`src/rtl/spin_motor_sequencer.sv`:
```
// Drum motor spin-phase sequencer: ramps commanded RPM up to a latched target,
// holds it, then ramps back to zero. Load imbalance triggers bounded
// redistribution retries. Abort or door unlock forces a clean ramp-down.
module spin_motor_sequencer #(
  parameter int unsigned RAMP_STEP   = 100,
  parameter int unsigned TICK_DIV    = 10,
  parameter int unsigned HOLD_TICKS  = 50,
  parameter int unsigned MAX_RETRIES = 3
) (
  input  logic        clk,
  input  logic        reset,
  input  logic        start,
  input  logic [10:0] selected_spin_speed,
  input  logic        door_locked,
  input  logic        imbalance,
  input  logic        abort,
  output logic [10:0] motor_rpm,
  output logic [2:0]  phase,
  output logic        busy,
  output logic        done,
  output logic        fault,
  output logic [1:0]  retry_count
);

  localparam int unsigned DivW  = (TICK_DIV > 2) ? $clog2(TICK_DIV) : 1;
  localparam int unsigned HoldW = (HOLD_TICKS > 2) ? $clog2(HOLD_TICKS) : 1;

  localparam logic [DivW-1:0]  DivLast  = DivW'(TICK_DIV - 1);
  localparam logic [HoldW-1:0] HoldLast = HoldW'(HOLD_TICKS - 1);
  localparam logic [11:0]      Step12   = 12'(RAMP_STEP);
  localparam logic [10:0]      Step11   = 11'(RAMP_STEP);
  localparam logic [1:0]       MaxRetry = 2'(MAX_RETRIES);

  typedef enum logic [2:0] {
    StIdle     = 3'd0,
    StRampUp   = 3'd1,
    StHold     = 3'd2,
    StRampDown = 3'd3,
    StDone     = 3'd4,
    StFault    = 3'd5
  } state_e;

  state_e            state_q, state_d;
  logic [10:0]       rpm_q, rpm_d;
  logic [10:0]       target_q, target_d;
  logic [DivW-1:0]   div_q, div_d;
  logic [HoldW-1:0]  hold_q, hold_d;
  logic [1:0]        retry_q, retry_d;
  logic              flag_q, flag_d;

  logic        tick;
  logic        abort_req;
  logic        flag_eff;
  logic [11:0] sum12;
  logic [10:0] up_rpm;
  logic [10:0] down_rpm;

  // Next-state, ramp arithmetic and retry bookkeeping.
  always_comb begin
    state_d  = state_q;
    rpm_d    = rpm_q;
    target_d = target_q;
    div_d    = div_q;
    hold_d   = hold_q;
    retry_d  = retry_q;
    flag_d   = flag_q;

    tick      = (div_q == DivLast);
    abort_req = abort | ~door_locked;
    // Widen so rpm + step cannot wrap before the clamp to target.
    sum12     = {1'b0, rpm_q} + Step12;
    up_rpm    = (sum12 >= {1'b0, target_q}) ? target_q : sum12[10:0];
    down_rpm  = (rpm_q > Step11) ? (rpm_q - Step11) : 11'd0;
    flag_eff  = flag_q & ~abort_req;

    // Divider free-runs outside IDLE; it is cleared only when a run starts.
    if (state_q != StIdle) begin
      div_d = tick ? '0 : div_q + DivW'(1);
    end

    case (state_q)
      StIdle: begin
        if (start && door_locked && !abort) begin
          target_d = selected_spin_speed;
          div_d    = '0;
          retry_d  = 2'd0;
          flag_d   = 1'b0;
          state_d  = (selected_spin_speed == 11'd0) ? StDone : StRampUp;
        end
      end
      StRampUp: begin
        if (abort_req) begin
          flag_d  = 1'b0;
          state_d = StRampDown;
        end else if (imbalance) begin
          flag_d  = 1'b1;
          state_d = StRampDown;
        end else if (tick) begin
          rpm_d = up_rpm;
          if (up_rpm == target_q) begin
            hold_d  = '0;
            state_d = StHold;
          end
        end
      end
      StHold: begin
        if (abort_req) begin
          flag_d  = 1'b0;
          state_d = StRampDown;
        end else if (imbalance) begin
          flag_d  = 1'b1;
          state_d = StRampDown;
        end else if (tick) begin
          if (hold_q == HoldLast) begin
            state_d = StRampDown;
          end else begin
            hold_d = hold_q + HoldW'(1);
          end
        end
      end
      StRampDown: begin
        // Abort only cancels a pending retry; the ramp itself keeps stepping.
        flag_d = flag_eff;
        if (tick) begin
          rpm_d = down_rpm;
          if (down_rpm == 11'd0) begin
            if (!flag_eff) begin
              state_d = StDone;
            end else if (retry_q < MaxRetry) begin
              retry_d = retry_q + 2'd1;
              flag_d  = 1'b0;
              state_d = StRampUp;
            end else begin
              state_d = StFault;
            end
          end
        end
      end
      StDone: begin
        state_d = StIdle;
      end
      StFault: begin
        rpm_d = 11'd0;
        if (abort) begin
          state_d = StIdle;
        end
      end
      default: begin
        state_d = StIdle;
      end
    endcase
  end

  // State and datapath registers with asynchronous reset.
  always_ff @(posedge clk or posedge reset) begin
    if (reset) begin
      state_q  <= StIdle;
      rpm_q    <= 11'd0;
      target_q <= 11'd0;
      div_q    <= '0;
      hold_q   <= '0;
      retry_q  <= 2'd0;
      flag_q   <= 1'b0;
    end else begin
      state_q  <= state_d;
      rpm_q    <= rpm_d;
      target_q <= target_d;
      div_q    <= div_d;
      hold_q   <= hold_d;
      retry_q  <= retry_d;
      flag_q   <= flag_d;
    end
  end

  assign motor_rpm   = rpm_q;
  assign phase       = state_q;
  assign busy        = (state_q == StRampUp) || (state_q == StHold) || (state_q == StRampDown);
  assign done        = (state_q == StDone);
  assign fault       = (state_q == StFault);
  assign retry_count = retry_q;

endmodule

```
`config.mk`:
```
export PLATFORM = sky130hd
export DESIGN_NAME = spin_motor_sequencer
export DESIGN_NICKNAME = d
export VERILOG_FILES = /design/src/rtl/spin_motor_sequencer.sv
export SDC_FILE = /design/constraint.sdc
export NUM_CORES = 1
export LEC_CHECK = 0
export CAP_MARGIN = 10
export CORE_MARGIN = 4
export CORE_UTILIZATION = 45
export DETAILED_ROUTE_END_ITERATION = 10
export HOLD_SLACK_MARGIN = 0.1
export PLACE_DENSITY = 0.73
export SYNTH_ARGS = -nofsm -noshare
export SYNTH_HDL_FRONTEND = slang
export SYNTH_SLANG_ARGS = --single-unit
```
`constraint.sdc`:
```
create_clock -name clk -period 6.5 [get_ports clk]
set_clock_uncertainty 0.1 [all_clocks]
set_input_delay 0.975 -clock clk [delete_from_list [all_inputs] [get_ports clk]]
set_output_delay 0.975 -clock clk [all_outputs]
set_load 0.1 [all_outputs]
```
==> run summary <==
Number of synthesized flops with an enable pin: 0. The first global-routing pass estimated 12.70 mm of wire. The horizontal die dimension is 90.99 um, and the insertion delay to the later sink of the worst-skew pair is 290 ps.

The post-detailed-route via-to-cell ratio works out to 6.135. Setup violations remaining at the end of the flow were counted as 0. For the relative slew slack, the log shows 0.2091. In this run the count of I/O pins placed on the die edge is 36. Highest fanout seen on the critical path: 18.

The count of nets left with antenna violations once routing finished came out at 0. The tools report the worst hold endpoint as retry_count[0]. The number of global-route vias before repair was 2505; the initial antenna violation count was 0. Measured along the y axis, the die boundary spans 90.99 um.

Number of cells on the worst reg-to-reg path: 11. TritonCTS built the clock tree. The netlist uses 63 different library cells. Routed signal wires occupy layers up through met4. From synthesis to final layout, the design area changed by 14.17%. The sequential area share after synthesis was 0.3068; the adder-cell area share of the yosys netlist was 0.06863. After synthesis, the mean cell area works out to 8.538 um^2.

Number of rows in the core area: 29. After clock tree synthesis, the flow added hold-fix buffers numbering 0. Based on the critical path, the design can be clocked at up to 247.7 MHz. The wire length on met3 is 445 um, and the required time of the critical path is 6580 ps. The transition time at the pin with the least slew margin works out to 1178 ps. The number of register bits inferred by synthesis was 38.

Setup total negative slack on the finished layout was measured at 0 ps. Setup repair after global routing left no endpoint under its margin. For this design, the sink count on the clock tree is 38. STA classifies the critical path endpoint as a flip-flop. TritonCTS created 5 clock buffers. The instance count along the most critical hold path was 1; the layout net count was 422. Synthesis produced 363 cells.

The layout cell share with drive strength beyond 1 is 0.04897. For this block, the routed nets add up to 7.645 mm of wire. The final estimated routing congestion in global placement came out at 0.9333. The share of the clock period used by the worst path after layout is 0.6210.

During placement, the flow inserted port buffers numbering 35. By startpoint and endpoint, the worst setup path is classified as reg -> reg. The detailed-route wire length on metal 1 was 3.701 mm; the total global routing track utilization was 0.1864. For the detailed-route DRC error count, the log shows 0. In this run the post-CTS setup repair buffer count came out at 0.

The floorplan step defined a core boundary enclosing 6531 um^2. The slack of the worst reg-to-reg path was 2460 ps; the final critical path time including I/O delays and setup was 4037 ps. STA classifies the critical path startpoint as a flip-flop.

The tree is rooted in a sky130_fd_sc_hd__clkbuf_8. The worst register-to-register path begins at motor_rpm[5]. The share of flip-flops with an asynchronous set or reset works out to 1.000. The startpoint of the most critical hold path was retry_count[0]. The synthesized netlist occupies a cell area of 3099 um^2. Counting every net in the synthesized netlist gives 397.

The tools report the number of hold violations in the final report as 0. In this run the worst hold path is classified as reg -> reg. In this run, the number of DRC markers left after iteration 0 of detailed routing was 259.

In this run the cell area measured after placement is 3460 um^2. The Yosys step of the flow raised 0 warnings. In this run the deepest clock path goes through 2 buffers.

The share of the synthesized area in compound gates (AO/OA/AOI/OAI) works out to 0.2467. The tools report the initial standard-cell utilization of the core as 0.4745. The simple-gate portion of the synthesized area was 0.2136; the final instance area was 3538 um^2. After synthesis, the largest family of logic cells by area is compound AO/OA/AOI/OAI gates.

For the number of fill cells, the log shows 616. The half-perimeter wire length after placement is 5.724 mm. In the synthesized netlist the dominant register cell turns out to be sky130_fd_sc_hd__dfrtp_1.

The pin count of the biggest net entering global routing is 39, and the detailed-route via count is 2853. The number of levels the H-tree was split into came out at 2. Once the clock tree was built, the resizer swapped 0 gates to a different size. The tool flagged a number of max-cap violations equal to 0.

The met2 wirelength from detailed routing is 3.389 mm. Dividing the detail-routed wire length by the instance count gives 16.44 um. The first detailed-routing pass took 5 iterations. The number of antenna cells inserted came out at 0.

The mux contribution to synthesized area was 0.03512; the clock slew seen by the registers of the worst setup and hold paths was 80 ps. After global routing the overflow that remains totals 0. The flow ran to the end, and the final reports show no timing, DRC or antenna violations.

The xor and xnor area share after synthesis was 0.07348; the total count of max-transition violations in the final report was 0. The die covers 8279 um^2. The reg-to-reg endpoint was motor_rpm[3]. At the worst endpoint, the arrival time is 4120 ps.
## per-stage QoR
step                std cells  hold slack (ps)  setup slack, ps    util
detailed placement        458            405.4             2559  0.5297
CTS                       465            419.8             2533  0.5418
finish                    465            417.7             2463  0.5418
global route              465            447.7             2241  0.5418
global placement          458            396.0             2725  0.5297
floorplan                 363            385.4             2749       -
## layer usage
layer / up-vias / track usage
met1: 1346 / 0.2742
met2: 111 / 0.2820
met3: 13 / 0.03554
li1: 1383 / -
met5: - / 0
met4: 0 / 0.04774
## kinds of logic (layout without fill, tap and decap cells)
family / after synthesis / count (layout)
adder cells (fa/ha/maj): 17 / 17
AND/OR/NAND/NOR: 125 / 125
multiplexers: 10 / 10
buffers and inverters: 38 / 63
AO/OA/AOI/OAI: 113 / 113
XOR/XNOR: 22 / 22
flip-flops: 38 / 38
## layout make-up
| cell class | instances | area, um^2 | share of cell area |
|---|---|---|---|
| Clock buffer | 5 | 68.82 | 0.01945 |
| Clock inverter | 2 | 10.01 | 0.002829 |
| Inverter | 19 | 71.32 | 0.02016 |
| Multi-Input combinational cell | 287 | 1976 | 0.5583 |
| Sequential cell | 38 | 950.9 | 0.2687 |
| Tap cell | 77 | 96.34 | 0.02723 |
| Timing Repair Buffer | 37 | 365.4 | 0.1033 |
## sequential cells by signal, indices dropped and copies added (netlist names)
signal       flops
target_q        11
retry_count      2
phase            3
motor_rpm       11
flag_q           1
div_q            4
hold_q           6
## Yosys cell counts (4+ instances only)
cell type | count | area, um^2
sky130_fd_sc_hd__clkbuf_1 | 9 | 33.78
sky130_fd_sc_hd__o21a_1 | 5 | 37.54
sky130_fd_sc_hd__nand2b_1 | 7 | 43.79
sky130_fd_sc_hd__mux2i_1 | 6 | 60.06
sky130_fd_sc_hd__nor3_1 | 13 | 65.06
sky130_fd_sc_hd__nand4_1 | 6 | 37.54
sky130_fd_sc_hd__a31oi_1 | 4 | 25.02
sky130_fd_sc_hd__nand2_1 | 29 | 108.9
sky130_fd_sc_hd__a21oi_1 | 19 | 95.09
sky130_fd_sc_hd__nor2b_1 | 7 | 43.79
sky130_fd_sc_hd__ha_1 | 17 | 212.7
sky130_fd_sc_hd__a21o_1 | 8 | 60.06
sky130_fd_sc_hd__dfrtp_1 | 38 | 950.9
sky130_fd_sc_hd__xnor2_1 | 12 | 105.1
sky130_fd_sc_hd__nand3_1 | 10 | 50.05
sky130_fd_sc_hd__or3_1 | 4 | 25.02
sky130_fd_sc_hd__o31ai_1 | 4 | 30.03
sky130_fd_sc_hd__nor2_1 | 21 | 78.83
sky130_fd_sc_hd__o21ai_0 | 34 | 170.2
sky130_fd_sc_hd__and2_1 | 6 | 37.54
sky130_fd_sc_hd__buf_4 | 5 | 37.54
sky130_fd_sc_hd__inv_1 | 19 | 71.32
sky130_fd_sc_hd__o221ai_1 | 6 | 52.55
sky130_fd_sc_hd__a22oi_1 | 6 | 45.04
sky130_fd_sc_hd__o211ai_1 | 4 | 30.03
sky130_fd_sc_hd__xor2_1 | 7 | 61.31
## critical path, stage by stage (launching register included)
cell and delay [ps]:
sky130_fd_sc_hd__dfrtp_1 600, sky130_fd_sc_hd__a311oi_2 500, sky130_fd_sc_hd__nor2_1 130, sky130_fd_sc_hd__xor2_1 220, sky130_fd_sc_hd__ha_1 280, sky130_fd_sc_hd__a21o_1 160, sky130_fd_sc_hd__a21oi_1 140, sky130_fd_sc_hd__o221ai_1 230
sky130_fd_sc_hd__a21oi_1 920, sky130_fd_sc_hd__mux2i_1 280, sky130_fd_sc_hd__o22ai_1 90, sky130_fd_sc_hd__mux2_2 270
## worst max-delay path by stage
stage	startpoint	to	cells past startpoint
after detailed placement	motor_rpm[2]	motor_rpm[3]	12
after global routing	motor_rpm[2]	motor_rpm[3]	12
final	motor_rpm[5]	motor_rpm[3]	11
after floorplan	phase[1]	busy	3
after CTS	motor_rpm[2]	motor_rpm[3]	12
after global placement	motor_rpm[5]	motor_rpm[3]	11
## cell usage in the layout (no fill, tap or decap), types with 3 or more instances in the layout
cell                              netlist  routed
sky130_fd_sc_hd__nor4_1                 3       3
sky130_fd_sc_hd__nand2b_1               7       7
sky130_fd_sc_hd__nor2_1                21      21
sky130_fd_sc_hd__a21oi_1               19      19
sky130_fd_sc_hd__inv_1                 19      19
sky130_fd_sc_hd__o31ai_1                4       4
sky130_fd_sc_hd__nor2b_1                7       7
sky130_fd_sc_hd__clkbuf_8               0       5
sky130_fd_sc_hd__dfrtp_1               38      38
sky130_fd_sc_hd__nor3_1                13      13
sky130_fd_sc_hd__and2_1                 6       6
sky130_fd_sc_hd__a2111oi_0              3       3
sky130_fd_sc_hd__a22oi_1                6       6
sky130_fd_sc_hd__mux2i_1                6       6
sky130_fd_sc_hd__xor2_1                 7       7
sky130_fd_sc_hd__o21ai_0               34      34
sky130_fd_sc_hd__nor3b_1                3       3
sky130_fd_sc_hd__nand3_1               10      10
sky130_fd_sc_hd__nand4_1                6       6
sky130_fd_sc_hd__xnor2_1               12      12
sky130_fd_sc_hd__o211ai_1               4       4
sky130_fd_sc_hd__o2bb2ai_1              3       3
sky130_fd_sc_hd__a31oi_1                4       4
sky130_fd_sc_hd__nand2_1               29      29
sky130_fd_sc_hd__or3_1                  4       4
sky130_fd_sc_hd__o221ai_1               6       6
sky130_fd_sc_hd__o21a_1                 5       5
sky130_fd_sc_hd__ha_1                  17      17
sky130_fd_sc_hd__a21o_1                 8       8
sky130_fd_sc_hd__clkdlybuf4s50_1        0      35
Power is not shown: default switching activity piles up to over one toggle a cycle in this logic, so the estimate is an artifact.
